`config.mk`:
```
export PLATFORM = sky130hd
export DESIGN_NAME = istate_wr_arbiter
export DESIGN_NICKNAME = d
export VERILOG_FILES = /design/src/rtl/istate_wr_arbiter.sv
export SDC_FILE = /design/constraint.sdc
export NUM_CORES = 1
export LEC_CHECK = 0
export CAP_MARGIN = 10
export CELL_PAD_IN_SITES_DETAIL_PLACEMENT = 1
export CELL_PAD_IN_SITES_GLOBAL_PLACEMENT = 1
export CORE_ASPECT_RATIO = 0.9
export CORE_MARGIN = 5
export CORE_UTILIZATION = 30
export DETAILED_ROUTE_END_ITERATION = 8
export HOLD_SLACK_MARGIN = 0.05
export PLACE_DENSITY_LB_ADDON = 0.12
export SLEW_MARGIN = 40
export SYNTH_ARGS = -nofsm -noshare
export SYNTH_HDL_FRONTEND = slang
export SYNTH_SLANG_ARGS = --single-unit
```
`constraint.sdc`:
```
create_clock -name clk -period 2.9 [get_ports clk]
set_input_delay 0.58 -clock clk [delete_from_list [all_inputs] [get_ports clk]]
set_output_delay 0.58 -clock clk [all_outputs]
set_load 0.05 [all_outputs]
```
`src/rtl/istate_wr_arbiter.sv`:
```
// rtl/istate_wr_arbiter.sv - Internal-state register / privilege-level write arbiter (optional ISTATE_ARB_PERF_EN grant counters)
module istate_wr_arbiter #(
    parameter int DATA_W       = 64,
    parameter int FENCE_CYCLES = 2
) (
    input  logic              clk,
    input  logic              rst_n,
    input  logic              ex_valid,
    input  logic [5:0]        ex_addr,
    input  logic [DATA_W-1:0] ex_data,
    output logic              ex_ready,
    input  logic              ld_valid,
    input  logic [5:0]        ld_addr,
    input  logic [DATA_W-1:0] ld_data,
    output logic              ld_ready,
    input  logic              pl_valid,
    input  logic [3:0]        pl_data,
    output logic              pl_ready,
    output logic              wr_en,
    output logic [5:0]        wr1_addr,
    output logic [DATA_W-1:0] wr1_data,
    output logic              wr_pl_en,
    output logic [3:0]        wr_pl_data,
    output logic              illegal,
    output logic              busy
`ifdef ISTATE_ARB_PERF_EN
    ,
    output logic [31:0]       gnt_cnt_ex,
    output logic [31:0]       gnt_cnt_ld,
    output logic [31:0]       gnt_cnt_pl
`endif
);

    typedef enum logic {IDLE, FENCE} state_t;

    // Counter is loaded with FENCE_CYCLES-1 so FENCE spans exactly FENCE_CYCLES cycles.
    localparam logic [3:0] FENCE_INIT = (FENCE_CYCLES == 0) ? 4'd0 : 4'(FENCE_CYCLES - 1);

    state_t            state;
    logic              rr_ptr;      // 0: ex has priority, 1: ld has priority
    logic [3:0]        fence_cnt;
    logic              in_idle;
    logic              rr_accept;
    logic [5:0]        acc_addr;
    logic [DATA_W-1:0] acc_data;
    logic              acc_legal;

    assign in_idle  = rst_n && (state == IDLE);
    assign pl_ready = in_idle && pl_valid;
    assign ex_ready = in_idle && !pl_valid && ex_valid && (!ld_valid || !rr_ptr);
    assign ld_ready = in_idle && !pl_valid && ld_valid && (!ex_valid || rr_ptr);

    assign rr_accept = ex_ready || ld_ready;
    assign acc_addr  = ex_ready ? ex_addr : ld_addr;
    assign acc_data  = ex_ready ? ex_data : ld_data;
    assign acc_legal = (acc_addr != 6'd0) && (acc_addr <= 6'd3);
    assign busy      = (state == FENCE);

    always_ff @(posedge clk or negedge rst_n) begin
        if (!rst_n) begin
            state      <= IDLE;
            rr_ptr     <= 1'b0;
            fence_cnt  <= 4'd0;
            wr_en      <= 1'b0;
            wr1_addr   <= 6'd0;
            wr1_data   <= '0;
            wr_pl_en   <= 1'b0;
            wr_pl_data <= 4'd0;
            illegal    <= 1'b0;
        end else begin
            wr_en    <= 1'b0;
            wr_pl_en <= 1'b0;
            illegal  <= 1'b0;
            if (rr_accept) begin
                rr_ptr <= ex_ready;
                if (acc_legal) begin
                    wr_en    <= 1'b1;
                    wr1_addr <= acc_addr;
                    wr1_data <= acc_data;
                end else begin
                    illegal <= 1'b1;
                end
            end
            case (state)
                IDLE: begin
                    if (pl_ready) begin
                        wr_pl_en   <= 1'b1;
                        wr_pl_data <= pl_data;
                        if (FENCE_CYCLES != 0) begin
                            state     <= FENCE;
                            fence_cnt <= FENCE_INIT;
                        end
                    end
                end
                FENCE: begin
                    if (fence_cnt == 4'd0) begin
                        state <= IDLE;
                    end else begin
                        fence_cnt <= fence_cnt - 4'd1;
                    end
                end
                default: state <= IDLE;
            endcase
        end
    end

`ifdef ISTATE_ARB_PERF_EN
    always_ff @(posedge clk or negedge rst_n) begin
        if (!rst_n) begin
            gnt_cnt_ex <= 32'd0;
            gnt_cnt_ld <= 32'd0;
            gnt_cnt_pl <= 32'd0;
        end else begin
            if (ex_ready) gnt_cnt_ex <= gnt_cnt_ex + 32'd1;
            if (ld_ready) gnt_cnt_ld <= gnt_cnt_ld + 32'd1;
            if (pl_ready) gnt_cnt_pl <= gnt_cnt_pl + 32'd1;
        end
    end
`endif

endmodule

```
# [Word-level counts from Yosys, hierarchy flattened]
# Cells that the tools add are included.
[word_totals] output_inout_bits=81 register_bits=83 in_bits=149
[classes] n_addsub=1 bitwise_logic=1 n_eq_ne=2 n_lt_le_gt_ge=1 muxes=13 reduce_logical=20
[ops] cell="two-way mux 64 bit" count=1
[ops] cell="logical AND 1 bit" count=8
[ops] cell="two-way mux 4 bit" count=2
[ops] cell="case mux 4 bit (2 select lines)" count=1
[ops] cell="two-way mux 1 bit" count=7
[ops] cell="less-or-equal comparator 6 x 2 -> 1 bit, second input constant" count=1
[ops] cell="two-way mux 6 bit" count=1
[ops] cell="AND reduction 2 bit" count=3
[ops] cell="nonzero test 6 bit" count=1
[ops] cell="zero test 1 bit" count=4
[ops] cell="zero test 4 bit" count=1
[ops] cell="inequality test 2 bit, second input constant" count=2
[ops] cell="subtractor 4 x 1 -> 4 bit, second input constant" count=1
[ops] cell="logical OR 1 bit" count=3
[ops] cell="case mux 1 bit (2 select lines)" count=1
[ops] cell="inverter 1 bit" count=1

# [Logic depth before layout (Yosys ltp)]
# Gate-level depths: netlist (run 1).
[depth] word_depth=10 mapped_depth=6

# [Worst setup path before layout (run 1)]
# OpenSTA, ideal clock, no wires.
[synth_timing] path_type="reg2out" startpoint="register state (netlist: busy)" endpoint="output ex_ready" path_buffers=2 t_arrival_ns=1.639 path_stages_with_launch=6 path_slack_ns=0.681 t_required_ns=2.320 path_cell_list="dfrtp_1 nor3b_2 nand3_2 buf_6 buf_6 inv_1"
[synth_via] elab_chain_cells=5
[synth_lines] element="start, declared" line_no="39" rtl="state_t state;"
[synth_lines] element="start signal, assigned" line_no="61" rtl="state <= IDLE;"
[synth_lines] element="start signal, assigned" line_no="90" rtl="state <= FENCE;"
[synth_lines] element="start signal, assigned" line_no="97" rtl="state <= IDLE;"
[synth_lines] element="inverter 1 bit (no source line)"
[synth_lines] element="logical AND 1 bit" line_no="48" rtl="assign in_idle = rst_n && (state == IDLE);"
[synth_lines] element="logical AND 1 bit (3 in a row)" line_no="50" rtl="assign ex_ready = in_idle && !pl_valid && ex_valid && (!ld_valid || !rr_ptr);"
[synth_lines] element="end, declared" line_no="11" rtl="output logic ex_ready,"
# Every way passes these cells.

# [Worst setup path in the final report (run 1)]
[layout_timing] startpoint="input pl_valid" endpoint="output ld_ready"
[layout_via] elab_chain_cells=4
[layout_lines] element="start, declared" line_no="16" rtl="input logic pl_valid,"
[layout_lines] element="zero test 1 bit" line_no="51" rtl="assign ld_ready = in_idle && !pl_valid && ld_valid && (!ex_valid || rr_ptr);"
[layout_lines] element="logical AND 1 bit (3 in a row)" line_no="51"
[layout_lines] element="end, declared" line_no="15" rtl="output logic ld_ready,"
# Every way passes these cells.

==> metrics, run 1 <==
Chip Height=118.9 um; Syn Nets=427; critical path fanouts, max=3; initial core utilization=30.91%; DP HPWL=9931 um; slowest cell delay on critical path=0.46 ns; Post-CTS Setup Repair Bufs=0; CP arrival=1.91 ns; buffers added on ports=229; Reg clk slew, reported paths=0.06 ns; fillers=1311; fin area=0.006775 sq mm; critical path class=input port to output port; drt first pass iters=4; Num Clock Sinks=83; endpoints failing hold=0; RSZ-0062 raised after global routing=no; worst slew pin tran=0.5605 ns; Core ar.=0.01278 sq mm; leak pwr=0.002933 uW; GP Congestion=0.7089; final setup vio count=0; Util after Layout=52.99%; clock root buffer=clkbuf_16; WP data required=2.32 ns; clock network power share=22.3%; Max Cap Viol=0; fmax=402.4 MHz; Area Growth Syn to Fin=71.47%; io pins=230; Post-synth EDFFs=0; Yosys Warn Count=0; DRT Wirelength=12520 um; status=finished, final reports clean; Tcrit/Tclk final=85.69%; synthesized cell area=0.003951 sq mm; sequential share of the synthesized area=52.56%; Die Wd=131.0 um; largest family of logic cells by synthesized area=multiplexers; # hold bufs at CTS=0; non-filler instance count after layout=677; met3 Resource Use GR=7.162%; H-tree levels=3; Netlist cell types=28; share of synthesized cell area in full adder, half adder and majority cells=0.3167%; Synth Area in Compound Gates=1.488%; power share of the combinational group=46.1%; Antenna Cells=0; Vias per Instance=4.581; Switching Share=39.08%; power per cell area=756.1 mW/mm^2; Synth Register Bits=83; XOR/XNOR Fraction of Synth Area=0.4433%; post-synthesis mux area share=39.01%; fin nets=659; Routed WL per cell=18.49 um; Residual DRC=0; post-synthesis simple-gate area fraction=2.882%; die area=0.01557 sq mm; Num CTS Buffers=9; post-cts sizing count=0; GRT met1 Usage=17.92%; vias post-DR=3101; layout cells sized above 1=28.27%; Clock Skew=0.005875 ns; Post-Synthesis Cells=277; worst skew pair latency=0.34 ns; vias in the first global route=3545; crit-path cells=clkdlybuf4s50_1 -> nor3b_2 -> nand3_1 -> inv_1 -> buf_12; Setup crit start kind=input port; CP Capture Type=output port; CTS tree=done; largest net degree at the start of global routing=60; setup TNS=0 ns; initial drt markers=84; top_reg_cell synth=dfrtp_1; Final Max Slew Viols=0; Rows=39; GRT Overall Usage=16.12%; Syn Area/Cell=14.26 sq um; P_int=3121 uW; first-pass GRT wire length=19330 um; met2 usage=27.92%; slew margin rel.=62.51%; worst vdd ir=488.0 uV; post-route ant nets=0; initial antenna violation count=1; grt peak-use layer=met2; post-synthesis async set-or-reset flop share=100.0%; sequential power share=31.6%; residual overflow from global routing=0; Max clock buf depth=2; placed insts=662; DP Area=0.006476 sq mm; Final min period=2.485 ns; Hold WC Path Type=input port to async pin; Sw Pwr=2002 uW; CP max-delay cell=clkdlybuf4s50_1
## layout by cell type (no fill, tap or decap), types with 3 or more instances in the layout
cell type          n
buf_4              5
buf_12             5
mux2_2           118
dfrtp_1           83
inv_1             10
nand2_1            3
clkbuf_16          9
nor2_1             8
mux2_1            18
clkdlybuf4s50_1  225
## sequential cells by signal, summed over array words and instances, names as in the netlist
| register | flops |
|---|---|
| busy | 1 |
| rr_ptr | 1 |
| wr_en | 1 |
| wr1_data | 64 |
| wr1_addr | 6 |
| fence_cnt | 4 |
| wr_pl_data | 4 |
| wr_pl_en | 1 |
| illegal | 1 |
## through the flow
step	worst slack [ns]	hold slack [ns]	power (uW)
3_3_place_gp	0.3056	0.4802	3973
3_5_place_dp	0.2637	0.4914	4033
2_1_floorplan	0.6806	0.2844	3059
4_1_cts	0.3863	0.2478	5211
5_1_grt	0.2996	0.2605	5375
6_report	0.4150	0.2453	5123
## synthesized netlist by cell type (all sizes together) (2+ instances only)
| cell type | count | share of area (%) |
|---|---|---|
| mux2 | 136 | 39 |
| dfrtp | 83 | 53 |
| buf | 14 | 2.2 |
| inv | 10 | 0.95 |
| nor2 | 8 | 0.76 |
| nand2 | 3 | 0.28 |
| and3 | 2 | 0.32 |
| nand3 | 2 | 0.38 |
| nor4 | 2 | 0.32 |
| o21ai | 2 | 0.25 |
## power by group through the flow
stage	registers [uW]	logic (uW)	clock network [uW]
after global routing	1660	2480	1230
final	1620	2360	1140
after floorplan	2570	491	0
after CTS	1630	2400	1190
after global placement	1620	2350	0
after detailed placement	1640	2390	0
## path summary, 6_finish.rpt
path / start / to / slack, ns / cells past startpoint
max reg2reg: busy / wr1_data[33] / 0.88 / 5
min in group clk: wr1_addr[4] / wr1_addr[4] / 0.50 / 2
max in group asynchronous: rst_n / wr1_data[39] / 1.81 / 3
min reg2reg: wr1_addr[4] / wr1_addr[4] / 0.50 / 2
min: rst_n / wr_pl_data[2] / 0.25 / 2
max: pl_valid / ld_ready / 0.41 / 5
## critical path, delay by kind of cell
| kind | cells | cell delay [ns] |
|---|---|---|
| AND/OR/NAND/NOR | 2 | 0.53 |
| buffers and inverters | 3 | 0.79 |
## routing by layer
layer  wire length, um  vias up
met5                19        -
met4               166        2
met2              6418      121
met3              1282       13
met1              4632     1514
li1                  -     1451
## logic make-up after synthesis
kind of cell / after synthesis
mux: 137
fa+ha+maj: 1
buf+inv: 25
simple gates: 21
compound gates: 8
xor+xnor: 2
flops: 83
## area by class of cell
class / count / area [sq um] / area share [%]
clock buffer: 13 / 260.3 / 3.841
clock inverter: 2 / 35.03 / 0.5171
timing repair buffer: 236 / 2401 / 35.44
multi-input combinational: 169 / 1759 / 25.96
sequential: 83 / 2077 / 30.66
inverter: 10 / 37.54 / 0.5540
tap: 164 / 205.2 / 3.029
No activity file was read; power rests on OpenSTA's default activity.
==> run 2, diff against run 1 <==
CORE_UTILIZATION = 31   (was 30)
SKIP_CTS_REPAIR_TIMING = 1   (was not set)
SLEW_MARGIN = not set   (was 40)
==> metrics, run 2 (synthesized netlist as in run 1, its figures left out) <==
io pins=230; R2R Setup Slk=0.81 ns; WP data required=2.32 ns; Clock Skew=0.007159 ns; initial drt markers=72; Max clock buf depth=2; critical path class=input port to output port; clock root buffer=clkbuf_16; H-tree levels=3; residual overflow from global routing=0; largest register by flop count=wr1_data; initial core utilization=31.39%; Antenna Cells=0; Routed WL per cell=18.61 um; Area Growth Syn to Fin=70.74%; slowest cell delay on critical path=0.45 ns; DP HPWL=10170 um; die area=0.01511 sq mm; Final Max Slew Viols=0; CTS tree=done; Tcrit/Tclk final=86.42%; Place WS=0.1773 ns; critical path fanouts, max=3; Reg clk slew, reported paths=0.06 ns; Final min period=2.506 ns; max reg flops=64; initial antenna violation count=0; Chip Height=117.1 um; vias in the first global route=3496; largest net degree at the start of global routing=55; Setup crit start kind=input port; Die Wd=129.0 um; Crit path max-delay family=buffers and inverters; buffers added on ports=229; Num Clock Sinks=83; power per cell area=757.0 mW/mm^2; crit-path cells=clkdlybuf4s50_1 -> nor3b_2 -> nand3_1 -> inv_1 -> buf_12; slew margin rel.=62.98%; biggest regs=wr1_data: 64 flops, wr1_addr: 6 flops; Critical path buffers and inverters=3; DRT Wirelength=12550 um; GP Congestion=0.7271; Hold WC Path Type=input port to async pin; CP max-delay cell=clkdlybuf4s50_1; first-pass GRT wire length=19220 um; GRT Overall Usage=16.49%; Max Cap Viol=0; vias post-DR=3132; worst skew pair latency=0.33 ns; setup TNS=0 ns; worst vdd ir=489.9 uV; Vias per Instance=4.647; Residual DRC=0; Rows=39; fmax=399.0 MHz; Num CTS Buffers=9; fin nets=658; worst slew pin tran=0.5535 ns; Hold WS=0.07566 ns; final setup vio count=0; layout cells sized above 1=28.24%; RSZ-0062 raised after global routing=no; endpoints failing hold=0; Worst Slack Setup Final=0.3937 ns; status=finished, final reports clean; post-route ant nets=0; Core ar.=0.01259 sq mm; most frequent cells in the layout=clkdlybuf4s50_1 (225), mux2_2 (118), dfrtp_1 (83); CP Capture Type=output port; CP arrival=1.93 ns; leak pwr=0.002918 uW; commonest non-fill, non-tap cell in the layout=clkdlybuf4s50_1; Tot Pwr=5107 uW; drt first pass iters=4
[run 2: cell types whose count changed in the layout (fill, tap and decap cells not counted), sizes merged]
cell / change
buf: -1
clkbuf: -2
clkinv: -1
clkinvlp: +1
[run 2: report_power, final]
part,switching (uW),leakage (uW),internal (uW)
Sequential,166,0.00110,1460
Combinational,1410,0.00168,952
Clock,420,0.000140,699
Total,2000,0.00292,3110
[run 2: path summary, 6_finish.rpt]
kind	endpoint	cells after the start	start
worst max-delay path	ld_ready	5	pl_valid
worst min-delay path	busy	1	rst_n
worst max register to register	wr1_data[13]	5	busy
worst min register to register	wr1_addr[4]	2	wr1_addr[4]
max in group asynchronous	wr1_data[8]	3	rst_n
min in group clk	wr1_addr[4]	2	wr1_addr[4]
[run 2: area by class of cell]
| class | count | area, sq um |
|---|---|---|
| repair buffers | 235 | 2377 |
| clock buffers | 11 | 252.7 |
| clock inverters | 2 | 37.54 |
| well taps | 164 | 205.2 |
| fillers | 1270 | 5843 |
| multi-input cells | 169 | 1759 |
| inverters | 10 | 37.54 |
| flip-flops and latches | 83 | 2077 |
[run 2: per-stage QoR]
stage	cells	util [%]	cell area [sq um]
after global placement	661	51.28	6456
after CTS	674	53.59	6746
after floorplan	277	-	3951
after detailed placement	661	51.28	6456
after global routing	674	53.59	6746
final	674	53.59	6746
[run 2: routing by layer]
layer	global-route usage, %	wire, um
met1	18.34	4670
met5	0	0
met3	5.535	1007
met4	5.668	318
met2	29.70	6548
